File: src/rtl/sd4_partial_product_generator_if.sv
// ---------------------------------------------------------------------------
// sd4_partial_product_generator_if
//   Operand/result bundle for the SD4 partial-product generator.
//
//   Signals
//     in_valid   1  image/weight valid this cycle
//     image      8  unsigned activation, 0..255
//     weight     4  two's-complement weight, -8..7
//     out_valid  1  signed_pp/exp valid
//     signed_pp  5  two's-complement mantissa, -16..15
//     exp        5  unsigned right-shift exponent, 0..7 (exp[4:3] always 0)
//
//   Modports
//     master  operand producer (drives in_valid/image/weight, sees results)
//     slave   the generator itself
// ---------------------------------------------------------------------------
interface sd4_partial_product_generator_if;
  logic              in_valid;
  logic [7:0]        image;
  logic [3:0]        weight;
  logic              out_valid;
  logic signed [4:0] signed_pp;
  logic [4:0]        exp;

  modport master (
    output in_valid,
    output image,
    output weight,
    input  out_valid,
    input  signed_pp,
    input  exp
  );

  modport slave (
    input  in_valid,
    input  image,
    input  weight,
    output out_valid,
    output signed_pp,
    output exp
  );
endinterface

File: src/rtl/sd4_partial_product_generator.sv
// ---------------------------------------------------------------------------
// sd4_partial_product_generator
//   Front end of the SD4 MAC datapath. Multiplies an unsigned 8-bit image by
//   a signed 4-bit weight using radix-4 signed-digit (Booth) recoding of the
//   weight, then emits the product in compact form:
//     product ~= signed_pp * 2^exp
//   The downstream accumulator aligns terms by exp before summing.
//
//   Ports
//     clk   in   rising-edge clock, single domain
//     rst   in   synchronous, active-high reset (clears out_valid/signed_pp/exp)
//     bus   slave modport of sd4_partial_product_generator_if
//
//   Timing: one register stage, one operand pair accepted every cycle.
//   When in_valid is low, out_valid drops next cycle and signed_pp/exp hold.
//
//   Configuration macro: SD4_PP_ROUND_EN
//     undefined - normalisation truncates (arithmetic shift, floor)
//     defined   - normalisation rounds half up; a rounding carry that leaves
//                 the mantissa range pushes the result to the next exponent
// ---------------------------------------------------------------------------
module sd4_partial_product_generator (
  input  logic                           clk,
  input  logic                           rst,
  sd4_partial_product_generator_if.slave bus
);

  localparam int NUM_DIGITS = 2;
  localparam int NUM_EXPS   = 8;

  // -------------------------------------------------------------------------
  // Booth recoding
  // Weight extended with the implicit w[-1]=0 so every digit sees a uniform
  // three-bit window {w[2i+1], w[2i], w[2i-1]}.
  // -------------------------------------------------------------------------
  logic [4:0] weight_ext;
  assign weight_ext = {bus.weight, 1'b0};

  logic [2:0]        booth_grp  [NUM_DIGITS];
  logic              digit_neg  [NUM_DIGITS];
  logic              digit_one  [NUM_DIGITS];
  logic              digit_two  [NUM_DIGITS];
  logic [8:0]        digit_mag  [NUM_DIGITS];
  logic signed [9:0] digit_pp   [NUM_DIGITS];

  generate
    for (genvar gi = 0; gi < NUM_DIGITS; gi++) begin : g_digit
      assign booth_grp[gi] = weight_ext[2*gi+2 -: 3];

      // d = -2*b2 + b1 + b0. |d|==1 when b1!=b0; |d|==2 for 100/011.
      // Window 111 gives neg with zero magnitude, which negates to 0.
      assign digit_neg[gi] = booth_grp[gi][2];
      assign digit_one[gi] = booth_grp[gi][1] ^ booth_grp[gi][0];
      assign digit_two[gi] = (booth_grp[gi] == 3'b100) ||
                             (booth_grp[gi] == 3'b011);

      always_comb begin
        digit_mag[gi] = 9'd0;
        if (digit_two[gi]) begin
          digit_mag[gi] = {bus.image, 1'b0};
        end else if (digit_one[gi]) begin
          digit_mag[gi] = {1'b0, bus.image};
        end
      end

      assign digit_pp[gi] = digit_neg[gi] ? -$signed({1'b0, digit_mag[gi]})
                                          :  $signed({1'b0, digit_mag[gi]});
    end
  endgenerate

  // -------------------------------------------------------------------------
  // Product = PP0 + 4*PP1. |PP1| <= 510 so {PP1,2'b00} stays within 12 bits;
  // the full result spans -2040..1785.
  // -------------------------------------------------------------------------
  logic signed [11:0] product;
  assign product = $signed({{2{digit_pp[0][9]}}, digit_pp[0]}) +
                   $signed({digit_pp[1], 2'b00});

  // -------------------------------------------------------------------------
  // Normalisation: evaluate every candidate exponent in parallel, then keep
  // the smallest one whose shifted value fits the 5-bit mantissa.
  // -------------------------------------------------------------------------
  logic signed [11:0] cand_src  [NUM_EXPS];
  logic signed [11:0] cand_val  [NUM_EXPS];
  logic               cand_fits [NUM_EXPS];

  generate
    for (genvar gi = 0; gi < NUM_EXPS; gi++) begin : g_exp
`ifdef SD4_PP_ROUND_EN
      // Add half an LSB of the target exponent before shifting. Headroom:
      // 1785 + 64 still fits a signed 12-bit value.
      if (gi == 0) begin : g_no_half
        assign cand_src[gi] = product;
      end else begin : g_half
        localparam logic signed [11:0] HALF_LSB = 12'sd1 <<< (gi - 1);
        assign cand_src[gi] = product + HALF_LSB;
      end
`else
      assign cand_src[gi] = product;
`endif
      assign cand_val[gi]  = cand_src[gi] >>> gi;
      // Fits in [-16,15] when bits 11..4 are all copies of the sign.
      assign cand_fits[gi] = (&cand_val[gi][11:4]) | ~(|cand_val[gi][11:4]);
    end
  endgenerate

  logic [2:0]        sel_exp;
  logic signed [4:0] sel_pp;

  // Scan from the largest exponent down so the smallest fitting one wins.
  // Exponent 7 always fits for legal operands, so it is also the default.
  always_comb begin
    sel_exp = 3'd7;
    sel_pp  = cand_val[NUM_EXPS-1][4:0];
    for (int k = NUM_EXPS - 1; k >= 0; k--) begin
      if (cand_fits[k]) begin
        sel_exp = 3'(k);
        sel_pp  = cand_val[k][4:0];
      end
    end
  end

  // -------------------------------------------------------------------------
  // Output register
  // -------------------------------------------------------------------------
  logic              out_valid_reg;
  logic signed [4:0] signed_pp_reg;
  logic [2:0]        exp_reg;

  always_ff @(posedge clk) begin
    if (rst) begin
      out_valid_reg <= 1'b0;
      signed_pp_reg <= '0;
      exp_reg       <= '0;
    end else begin
      out_valid_reg <= bus.in_valid;
      if (bus.in_valid) begin
        signed_pp_reg <= sel_pp;
        exp_reg       <= sel_exp;
      end
    end
  end

  assign bus.out_valid = out_valid_reg;
  assign bus.signed_pp = signed_pp_reg;
  assign bus.exp       = {2'b00, exp_reg};

endmodule

File: src/flat_wrapper.sv
// flat-port wrapper written by rule: the top's interface ports become plain ports
module sd4_partial_product_generator_flat 
  (clk, rst, bus_in_valid, bus_image, bus_weight, bus_out_valid, bus_signed_pp, bus_exp);
  sd4_partial_product_generator_if bus_i ();
  input  logic clk;
  input  logic rst;
  input wire logic [$bits(bus_i.in_valid)-1:0] bus_in_valid;
  input wire logic [$bits(bus_i.image)-1:0] bus_image;
  input wire logic [$bits(bus_i.weight)-1:0] bus_weight;
  output wire logic [$bits(bus_i.out_valid)-1:0] bus_out_valid;
  output wire logic [$bits(bus_i.signed_pp)-1:0] bus_signed_pp;
  output wire logic [$bits(bus_i.exp)-1:0] bus_exp;
  assign bus_i.in_valid = bus_in_valid;
  assign bus_i.image = bus_image;
  assign bus_i.weight = bus_weight;
  assign bus_out_valid = bus_i.out_valid;
  assign bus_signed_pp = bus_i.signed_pp;
  assign bus_exp = bus_i.exp;
  sd4_partial_product_generator u_core (.clk(clk), .rst(rst), .bus(bus_i));
endmodule
File: config.mk
export PLATFORM = sky130hd
export DESIGN_NAME = sd4_partial_product_generator_flat
export DESIGN_NICKNAME = d
export VERILOG_FILES = /design/src/rtl/sd4_partial_product_generator_if.sv /design/src/rtl/sd4_partial_product_generator.sv /design/src/flat_wrapper.sv
export SDC_FILE = /design/constraint.sdc
export NUM_CORES = 1
export LEC_CHECK = 0
export CAP_MARGIN = 40
export CORE_MARGIN = 4
export CORE_UTILIZATION = 63
export DETAILED_ROUTE_END_ITERATION = 10
export HOLD_SLACK_MARGIN = 0.1
export PLACE_DENSITY = 0.88
export RECOVER_POWER = 100
export SYNTH_ARGS = -nofsm -noshare
export SYNTH_HDL_FRONTEND = slang
export SYNTH_SLANG_ARGS = --single-unit
File: constraint.sdc
create_clock -name clk -period 8.6 [get_ports clk]
set_input_delay 0.86 -clock clk [delete_from_list [all_inputs] [get_ports clk]]
set_output_delay 0.86 -clock clk [all_outputs]
set_load 0.02 [all_outputs]
# Yosys cells after proc, flatten, opt, wreduce, memory -nomap -nowiden
# Index checks and enable logic that the tools add are counted.
[totals]
output_inout_bits = 11
in_bits = 15
register_bits = 9
[op_classes]
n_bitwise = 15
muxes = 20
n_eq_ne = 3
reduce_logical = 15
addsub = 3
[op_table]
columns = ["operator", "count"]
rows = [
  ["5-bit 2-to-1 mux", 7],
  ["10-bit 2-to-1 mux", 2],
  ["9-bit negation with 10-bit output", 2],
  ["3-bit 2-to-1 mux", 6],
  ["9-bit 2-to-1 mux", 2],
  ["8-bit 2-to-1 mux", 2],
  ["10-bit by 12-bit adder with 12-bit output", 1],
  ["8-bit AND reduction", 1],
  ["8-bit OR reduction", 1],
  ["1-bit NOT", 7],
  ["1-bit bitwise OR", 7],
  ["7-bit AND reduction", 1],
  ["7-bit OR reduction", 1],
  ["6-bit AND reduction", 1],
  ["6-bit OR reduction", 1],
  ["5-bit AND reduction", 1],
  ["5-bit OR reduction", 1],
  ["4-bit AND reduction", 1],
  ["4-bit OR reduction", 1],
  ["3-bit by 2-bit == test with 1-bit output (second input constant)", 1],
  ["3-bit == test (second input constant)", 1],
  ["3-bit AND reduction", 1],
  ["3-bit OR reduction", 1],
  ["2-bit == test (second input constant)", 1],
  ["other kinds (5)", 5],
]

# Longest topological paths before layout
# Gate-level depths: netlist of run 1.
[logic_depth]
depth_word = 16
ltp_mapped = 28

# Worst setup path before layout of run 1
# No wires, ideal clock.
[synth_timing]
kind = "input port to flip-flop"
start = "input port bus_weight[1]"
end = "register u_core.signed_pp_reg[3] (netlist: u_core.bus.signed_pp[3])"
cell_stages = 24
arrival_ns = 5.693
path_buffers = 3
setup_ns = 0.128
setup_slack_ns = 2.778
path_cell_list = "buf_2 clkinv_1 ha_1 mux2_4 and2_1 a211oi_1 o21ai_0 o41ai_1 xor2_1 ha_1 buf_4 a211oi_2 a221oi_1 a211oi_2 xor2_4 inv_4 ha_1 clkbuf_1 nand2_1 o21ai_0 a221oi_2 and3_1 o221ai_1 a211oi_2"
[synth_via]
elab_chain_len = 16
[synth_lines]
columns = ["element", "line", "text"]
rows = [
  ["start, declared", "flat_wrapper.sv:9", "input wire logic [$bits(bus_i.weight)-1:0] bus_weight;"],
  ["3-bit == test (tied with other cells)", "sd4_partial_product_generator.sv:54", "assign digit_two[gi] = (booth_grp[gi] == 3'b100) ||"],
  ["1-bit logical OR / 8-bit 2-to-1 mux (equally long branches)", "sd4_partial_product_generator.sv:54, sd4_partial_product_generator.sv:61", ""],
  ["9-bit 2-to-1 mux", "sd4_partial_product_generator.sv:59", "if (digit_two[gi]) begin"],
  ["9-bit negation with 10-bit output", "sd4_partial_product_generator.sv:66", "assign digit_pp[gi] = digit_neg[gi] ? -$signed({1'b0, digit_mag[gi]})"],
  ["10-bit 2-to-1 mux", "sd4_partial_product_generator.sv:66", ""],
  ["10-bit by 12-bit adder with 12-bit output (*)", "sd4_partial_product_generator.sv:76", "assign product = $signed({{2{digit_pp[0][9]}}, digit_pp[0]}) +"],
  ["2-bit OR reduction", "sd4_partial_product_generator.sv:103", "assign cand_fits[gi] = (&cand_val[gi][11:4]) | ~(|cand_val[gi][11:4]);"],
  ["1-bit NOT", "sd4_partial_product_generator.sv:103", ""],
  ["1-bit bitwise OR", "sd4_partial_product_generator.sv:103", ""],
  ["5-bit 2-to-1 mux (6 in a row)", "sd4_partial_product_generator.sv:116", "if (cand_fits[k]) begin"],
  ["5-bit 2-to-1 mux (*)", "sd4_partial_product_generator.sv:116", ""],
  ["end signal, assigned", "sd4_partial_product_generator.sv:138", "signed_pp_reg <= sel_pp;"],
  ["end, declared", "sd4_partial_product_generator.sv:127", "logic signed [4:0] signed_pp_reg;"],
]
# Mark *: on every way between the ends. The rest lies on a longest branch, timed or not.
# A chain may end at the register's enable or synchronous reset.

# Worst setup path in the final report of run 1
[layout_timing]
start = "input port bus_weight[1]"
end = "register u_core.signed_pp_reg[0] (netlist: u_core.bus.signed_pp[0])"
# The elaborated chain is that of the path after synthesis.

==> summary.txt, run 1 <==
Synthesis
  – Part of the Yosys area used for sequential elements: 0.0745
  – Library cells used by synthesis: 74
  – Count of flip-flops with a built-in enable after synthesis: 0
  – Async set or reset register ratio after synthesis: 0
  – Cell count after synthesis: 341
  – Number of flip-flops and latches in the synthesized netlist: 9
  – Top flip-flop cell by instance count after synthesis: sky130_fd_sc_hd__dfxtp_1
  – Warning count from the yosys run: 0
  – Post-Syn Area per Cell: 7.10 um2
  – Summed instance area of the synthesized netlist: 0.00242 mm2

CTS
  – Inserted Clock Buffers: 3
  – TritonCTS clock tree: done
  – Clock tree root buffer cell: sky130_fd_sc_hd__clkbuf_8
  – Clock slew seen by the registers of the worst setup and hold paths: 0.05 ns
  – Cells resized by post-CTS repair: 0
  – Number of H-tree branching levels: 1
  – Post-CTS Hold Fix Bufs: 0
  – Clock Sink Count: 9
  – Buffers inserted during post-CTS setup optimization: 0
  – Clock Latency Late Sink: 0.24 ns
  – Maximum buffer depth of the clock tree: 2

STA
  – Min cycle time layout: 7.23 ns
  – Final hold violation count: 0
  – Relative slew slack: 0.390
  – Maximum achievable frequency: 138 MHz
  – Final Cycle Share: 0.841
  – Setup slack after layout: 1.37 ns
  – Aggregate negative setup slack: 0 ns
  – Pins over their slew limit: 0
  – Post-Route Skew: 0 ns
  – Setup repair after global routing missed its margin: no
  – Slew at the pin with the worst max-slew slack: 0.912 ns
  – # setup viols final: 0
  – Worst hold slack: 0.472 ns

Global route
  – Largest net degree at the start of global routing: 17
  – Via count of the first global-routing pass: 2350
  – First-pass GRT wire length: 11.0 mm
  – Overall routing resource usage: 0.262
  – Residual overflow from global routing: 0
  – Initial antenna violation count: 0

Drt
  – Antenna Violating Nets Remaining: 0
  – Average wire length per cell after detail routing: 16.4 um
  – Number of remaining DRC errors: 0
  – Final wirelength: 6.49 mm
  – 1st-iter DRT viols: 409
  – Number of iterations in the first detailed-routing pass: 5
  – Number of vias per cell: 6.73
  – Routed via count: 2659

Worst setup path
  – Worst path arrival time: 7.34 ns
  – Launching instance or port of the critical path: bus_weight[1]
  – Maximum cell stage delay along the critical path: 0.75 ns
  – Critical path launch point type: input port
  – Crit path buffers/inverters: 4
  – Cell class contributing the biggest share of worst-path delay: compound AO/OA/AOI/OAI gates
  – Cell repeated most along the worst path: sky130_fd_sc_hd__ha_1
  – Worst Path Required: 8.71 ns
  – Crit path kind: input port to register
  – Largest driver fanout on the critical path: 10
  – Source of the worst register-to-register timing path: u_core.bus.signed_pp[1]
  – Crit path max-delay cell type: sky130_fd_sc_hd__dlygate4sd3_1
  – Crit path capture type: register

Job
  – Max Cap Viol: 0

Placement
  – Port Buffers: 23
  – Minimum setup slack after placement: 1.79 ns
  – HPWL after detailed placement: 4.95 mm
  – Cell area after placement: 0.00259 mm2
  – Total instance count after detailed placement: 391
  – Gp weighted congestion: 0.936

Finish
  – Commonest non-fill, non-tap cell in the layout: sky130_fd_sc_hd__nor2_1
  – Share of layout cells above drive strength 1: 0.0922
  – Area growth, synth to finish: 8.07%
  – Most frequent cells in the layout: sky130_fd_sc_hd__nor2_1, sky130_fd_sc_hd__a21oi_1, sky130_fd_sc_hd__o21ai_0, sky130_fd_sc_hd__nand2_1
  – Nets: 379
  – Non-filler cells, final: 395
  – Largest register FFs: 5
  – Antenna cell count: 0
  – Final core utilization: 0.709
  – Final std cell area, no fill: 0.00262 mm2

Power
  – P per Cell Area: 232 mW/mm2
  – Worst vdd rail ir drop: 0.000144 V
  – Leakage component of the power: 1.02 nW
  – Total power after layout: 0.606 mW

Worst hold path
  – Min-delay worst type: register to register
  – Start point of the worst min-delay path: u_core.exp_reg[0]

Die
  – Die Width: 70.0 um
  – Effective utilization at floorplan: 0.656
  – Die area: 0.00490 mm2
  – I/O pin count: 26
  – Core footprint: 0.00369 mm2
  – Std cell rows: 22
  – Y dimension of the die: 70.0 um

Outcome
  – Status: finished, final reports clean
## worst paths after layout
kind	to	slack, ns	depth (start not counted)
min reg2reg	u_core.exp_reg[0]	0.47	2
max	u_core.bus.signed_pp[0]	1.37	25
min	u_core.exp_reg[0]	0.47	2
max reg2reg	u_core.bus.signed_pp[1]	7.70	3
## tightest hold or removal path, stage by stage, from the launching register on
cell and delay (ns):
sky130_fd_sc_hd__dfxtp_1 0.30, sky130_fd_sc_hd__inv_1 0.05, sky130_fd_sc_hd__o32ai_1 0.07
## cells in the mapped netlist, types with 4 or more instances
cell type,number,area (um2)
sky130_fd_sc_hd__nand2b_1,4,25.0
sky130_fd_sc_hd__a21oi_2,4,35.0
sky130_fd_sc_hd__and3_1,6,37.5
sky130_fd_sc_hd__o211ai_1,6,45.0
sky130_fd_sc_hd__a21oi_1,28,140
sky130_fd_sc_hd__inv_1,15,56.3
sky130_fd_sc_hd__nor2_1,33,124
sky130_fd_sc_hd__nor3_1,8,40.0
sky130_fd_sc_hd__nand2_1,24,90.1
sky130_fd_sc_hd__nor2b_1,7,43.8
sky130_fd_sc_hd__dfxtp_1,9,180
sky130_fd_sc_hd__ha_1,15,188
sky130_fd_sc_hd__a31oi_1,5,31.3
sky130_fd_sc_hd__a211oi_1,5,37.5
sky130_fd_sc_hd__clkbuf_1,11,41.3
sky130_fd_sc_hd__a21o_1,6,45.0
sky130_fd_sc_hd__buf_4,5,37.5
sky130_fd_sc_hd__xor2_1,9,78.8
sky130_fd_sc_hd__nor4_1,5,31.3
sky130_fd_sc_hd__nand3_1,14,70.1
sky130_fd_sc_hd__xnor2_1,9,78.8
sky130_fd_sc_hd__o21ai_0,25,125
## where the power goes
| group | total [mW] | leakage, nW | switching, mW | internal [mW] |
|---|---|---|---|---|
| Combinational | 0.492 | 0.925 | 0.304 | 0.188 |
| Sequential | 0.0626 | 0.0747 | 0.00641 | 0.0562 |
| Clock | 0.0507 | 0.0255 | 0.0190 | 0.0318 |
## cell type report
type                            count  area [um2]
Multi-Input combinational cell    294        2030
Clock inverter                      1        5.00
Sequential cell                     9         180
Timing Repair Buffer               23         230
Clock buffer                        3        41.3
Fill cell                         329        1070
Inverter                           17        66.3
Tap cell                           48        60.1
## metal layers
metal  wire (um)  vias up  track usage
met4          56        0       0.0468
met5           0        -            0
met3         431       12       0.0245
met1        3060     1222        0.392
met2        2940      121        0.408
li1            -     1304            -
## cell families after synthesis
| logic type | after synthesis | share of synthesized area |
|---|---|---|
| flip-flops | 9 | 0.0745 |
| AND/OR/NAND/NOR | 120 | 0.247 |
| adder cells (fa/ha/maj) | 16 | 0.0858 |
| AO/OA/AOI/OAI | 128 | 0.383 |
| multiplexers | 9 | 0.0543 |
| other | 1 | 0.00155 |
| buffers and inverters | 39 | 0.0776 |
| XOR/XNOR | 19 | 0.0765 |
Note: power is estimated with default switching activity, not from simulation.
==> inputs of run 2 (changes only) <==
--- a/config.mk
+++ b/config.mk
@@ -7,10 +7,10 @@
 export LEC_CHECK = 0
 export CAP_MARGIN = 40
 export CORE_MARGIN = 4
-export CORE_UTILIZATION = 63
+export CORE_UTILIZATION = 53
 export DETAILED_ROUTE_END_ITERATION = 10
 export HOLD_SLACK_MARGIN = 0.1
-export PLACE_DENSITY = 0.88
+export PLACE_DENSITY = 0.79
 export RECOVER_POWER = 100
 export SYNTH_ARGS = -nofsm -noshare
 export SYNTH_HDL_FRONTEND = slang
==> constraint.sdc (replaced) <==
create_clock -name clk -period 6 [get_ports clk]
set_input_delay 0.6 -clock clk [delete_from_list [all_inputs] [get_ports clk]]
set_output_delay 0.6 -clock clk [all_outputs]
set_load 0.02 [all_outputs]
==> run 2 against run 1 <==
  * Clock power grew 44%
  * Critical endpoint is now u_core.bus.signed_pp[2]
  * Sequential power grew 42%
  * Critical path type unchanged
  * Total power grew 46%
  * Clock skew is the same
  * Combinational power grew 47%
  * Global-route usage shrank 2.2 points
==> summary.txt, run 2 (synthesized netlist as in run 1, its figures left out) <==
STA
  – # setup viols final: 0
  – Relative slew slack: 0.611
  – Slew at the pin with the worst max-slew slack: 0.579 ns
  – Post-Route Skew: 0 ns
  – Final Cycle Share: 0.939
  – Setup repair after global routing missed its margin: no
  – Min cycle time layout: 5.64 ns
  – Final hold violation count: 0
  – Aggregate negative setup slack: 0 ns
  – Maximum achievable frequency: 177 MHz
  – Pins over their slew limit: 0

Power
  – Leakage component of the power: 1.08 nW
  – Total power after layout: 0.884 mW
  – P per Cell Area: 325 mW/mm2
  – Worst vdd rail ir drop: 0.000226 V

Worst setup path
  – Source of the worst register-to-register timing path: u_core.bus.signed_pp[1]
  – Worst Path Required: 6.11 ns
  – Endpoint of the lowest-slack register-to-register path: u_core.bus.signed_pp[1]
  – Critical path launch point type: input port
  – Crit path kind: input port to register
  – Worst path arrival time: 5.75 ns
  – Depth of the worst register-to-register path: 3
  – Crit path capture type: register
  – Largest driver fanout on the critical path: 10
  – Register-to-register setup slack: 5.09 ns

CTS
  – TritonCTS clock tree: done
  – Clock slew seen by the registers of the worst setup and hold paths: 0.05 ns
  – Number of H-tree branching levels: 1
  – Inserted Clock Buffers: 3
  – Clock Latency Late Sink: 0.24 ns
  – Maximum buffer depth of the clock tree: 2
  – Cells resized by post-CTS repair: 0
  – Clock Sink Count: 9
  – Clock tree root buffer cell: sky130_fd_sc_hd__clkbuf_8

Finish
  – Final core utilization: 0.620
  – Commonest non-fill, non-tap cell in the layout: sky130_fd_sc_hd__nor2_1
  – Most frequent cells in the layout: sky130_fd_sc_hd__nor2_1, sky130_fd_sc_hd__a21oi_1, sky130_fd_sc_hd__o21ai_0, sky130_fd_sc_hd__nand2_1
  – Area growth, synth to finish: 12.3%
  – Nets: 390
  – Share of layout cells above drive strength 1: 0.126
  – Largest register FFs: 5
  – Antenna cell count: 0

Die
  – Core footprint: 0.00438 mm2
  – Die Width: 75.6 um
  – Die area: 0.00571 mm2
  – I/O pin count: 26
  – Y dimension of the die: 75.6 um
  – Std cell rows: 24
  – Effective utilization at floorplan: 0.552

Drt
  – Routed via count: 2684
  – Number of vias per cell: 6.55
  – Average wire length per cell after detail routing: 16.0 um
  – 1st-iter DRT viols: 248
  – Number of remaining DRC errors: 0
  – Number of iterations in the first detailed-routing pass: 5
  – Final wirelength: 6.57 mm
  – Antenna Violating Nets Remaining: 0

Global route
  – Residual overflow from global routing: 0
  – Overall routing resource usage: 0.240
  – First-pass GRT wire length: 11.0 mm
  – Via count of the first global-routing pass: 2371
  – Initial antenna violation count: 0
  – Largest net degree at the start of global routing: 16

Worst hold path
  – Start point of the worst min-delay path: u_core.exp_reg[0]
  – Min-delay worst type: register to register
  – Endpoint of the worst hold-timing path: u_core.exp_reg[0]
  – Cells on Worst Hold Path: 2

Job
  – Max Cap Viol: 0

Placement
  – Port Buffers: 23
  – Gp weighted congestion: 0.925
  – HPWL after detailed placement: 5.19 mm

Outcome
  – Status: finished, final reports clean
[run 2: area by class of cell]
cell class | count | area (um2)
multi-input combinational | 294 | 2050
sequential | 9 | 180
inverter | 17 | 66.3
fill | 403 | 1670
tap | 52 | 65.1
clock buffer | 4 | 45.0
timing repair buffer | 34 | 313
[run 2: worst max-delay path by stage]
| stage | slack, ns | end | depth (start not counted) | startpoint |
|---|---|---|---|---|
| 2_1_floorplan | 0.44 | u_core.bus.signed_pp[3] | 24 | bus_weight[1] |
| 3_3_place_gp | 0.37 | u_core.bus.signed_pp[1] | 23 | bus_weight[1] |
| 3_5_place_dp | 0.20 | u_core.bus.signed_pp[3] | 22 | bus_weight[1] |
| 4_1_cts | 0.43 | u_core.bus.signed_pp[0] | 23 | bus_weight[1] |
| 5_1_grt | 0.03 | u_core.bus.signed_pp[2] | 25 | bus_weight[1] |
| 6_report | 0.36 | u_core.bus.signed_pp[2] | 25 | bus_weight[1] |
[run 2: timing repair]
action                     4_1_cts  5_1_grt
setup endpoints to repair        0        1
hold buffers                     0        0
buffers inserted                 0        0
[run 2: per-layer routing]
metal / wire length, um / vias up / track usage
met3: 349 / 14 / 0.0277
li1: - / 1320 / -
met1: 3090 / 1246 / 0.348
met4: 92 / 0 / 0.0408
met2: 3040 / 104 / 0.386
met5: 0 / - / 0
[run 2: critical path: stages]
cell                              delay [ns]
sky130_fd_sc_hd__clkdlybuf4s50_1        0.48
sky130_fd_sc_hd__clkinv_1               0.08
sky130_fd_sc_hd__ha_1                   0.29
sky130_fd_sc_hd__mux2_4                 0.35
sky130_fd_sc_hd__nand2_1                0.08
sky130_fd_sc_hd__nand2_1                0.06
sky130_fd_sc_hd__inv_1                  0.06
sky130_fd_sc_hd__ha_1                   0.19
sky130_fd_sc_hd__o21ai_0                0.12
sky130_fd_sc_hd__o41ai_1                0.37
sky130_fd_sc_hd__xor2_1                 0.21
sky130_fd_sc_hd__ha_1                   0.30
sky130_fd_sc_hd__a211oi_2               0.29
sky130_fd_sc_hd__a221oi_1               0.14
sky130_fd_sc_hd__a211oi_2               0.36
sky130_fd_sc_hd__xor2_4                 0.21
sky130_fd_sc_hd__inv_4                  0.09
sky130_fd_sc_hd__ha_1                   0.22
sky130_fd_sc_hd__nand3_1                0.18
sky130_fd_sc_hd__nor2_1                 0.10
sky130_fd_sc_hd__a31oi_2                0.39
sky130_fd_sc_hd__and2_4                 0.25
sky130_fd_sc_hd__o211ai_2               0.10
sky130_fd_sc_hd__a21oi_2                0.16
sky130_fd_sc_hd__a21oi_2                0.07
[run 2: per-stage QoR]
step	instance area, um2	setup WS, ns	hold slack [ns]	std cells
2_1_floorplan	2420	0.438	0.544	342
3_3_place_gp	2680	0.373	0.457	406
3_5_place_dp	2680	0.198	0.478	406
4_1_cts	2730	0.426	0.484	410
5_1_grt	2720	0.0263	0.506	410
6_report	2720	0.363	0.481	410
[run 2: report_power, final]
| group | switching [mW] | total [mW] | internal (mW) |
|---|---|---|---|
| clock | 0.0264 | 0.0729 | 0.0465 |
| combinational | 0.434 | 0.722 | 0.288 |
| sequential | 0.00865 | 0.0892 | 0.0805 |
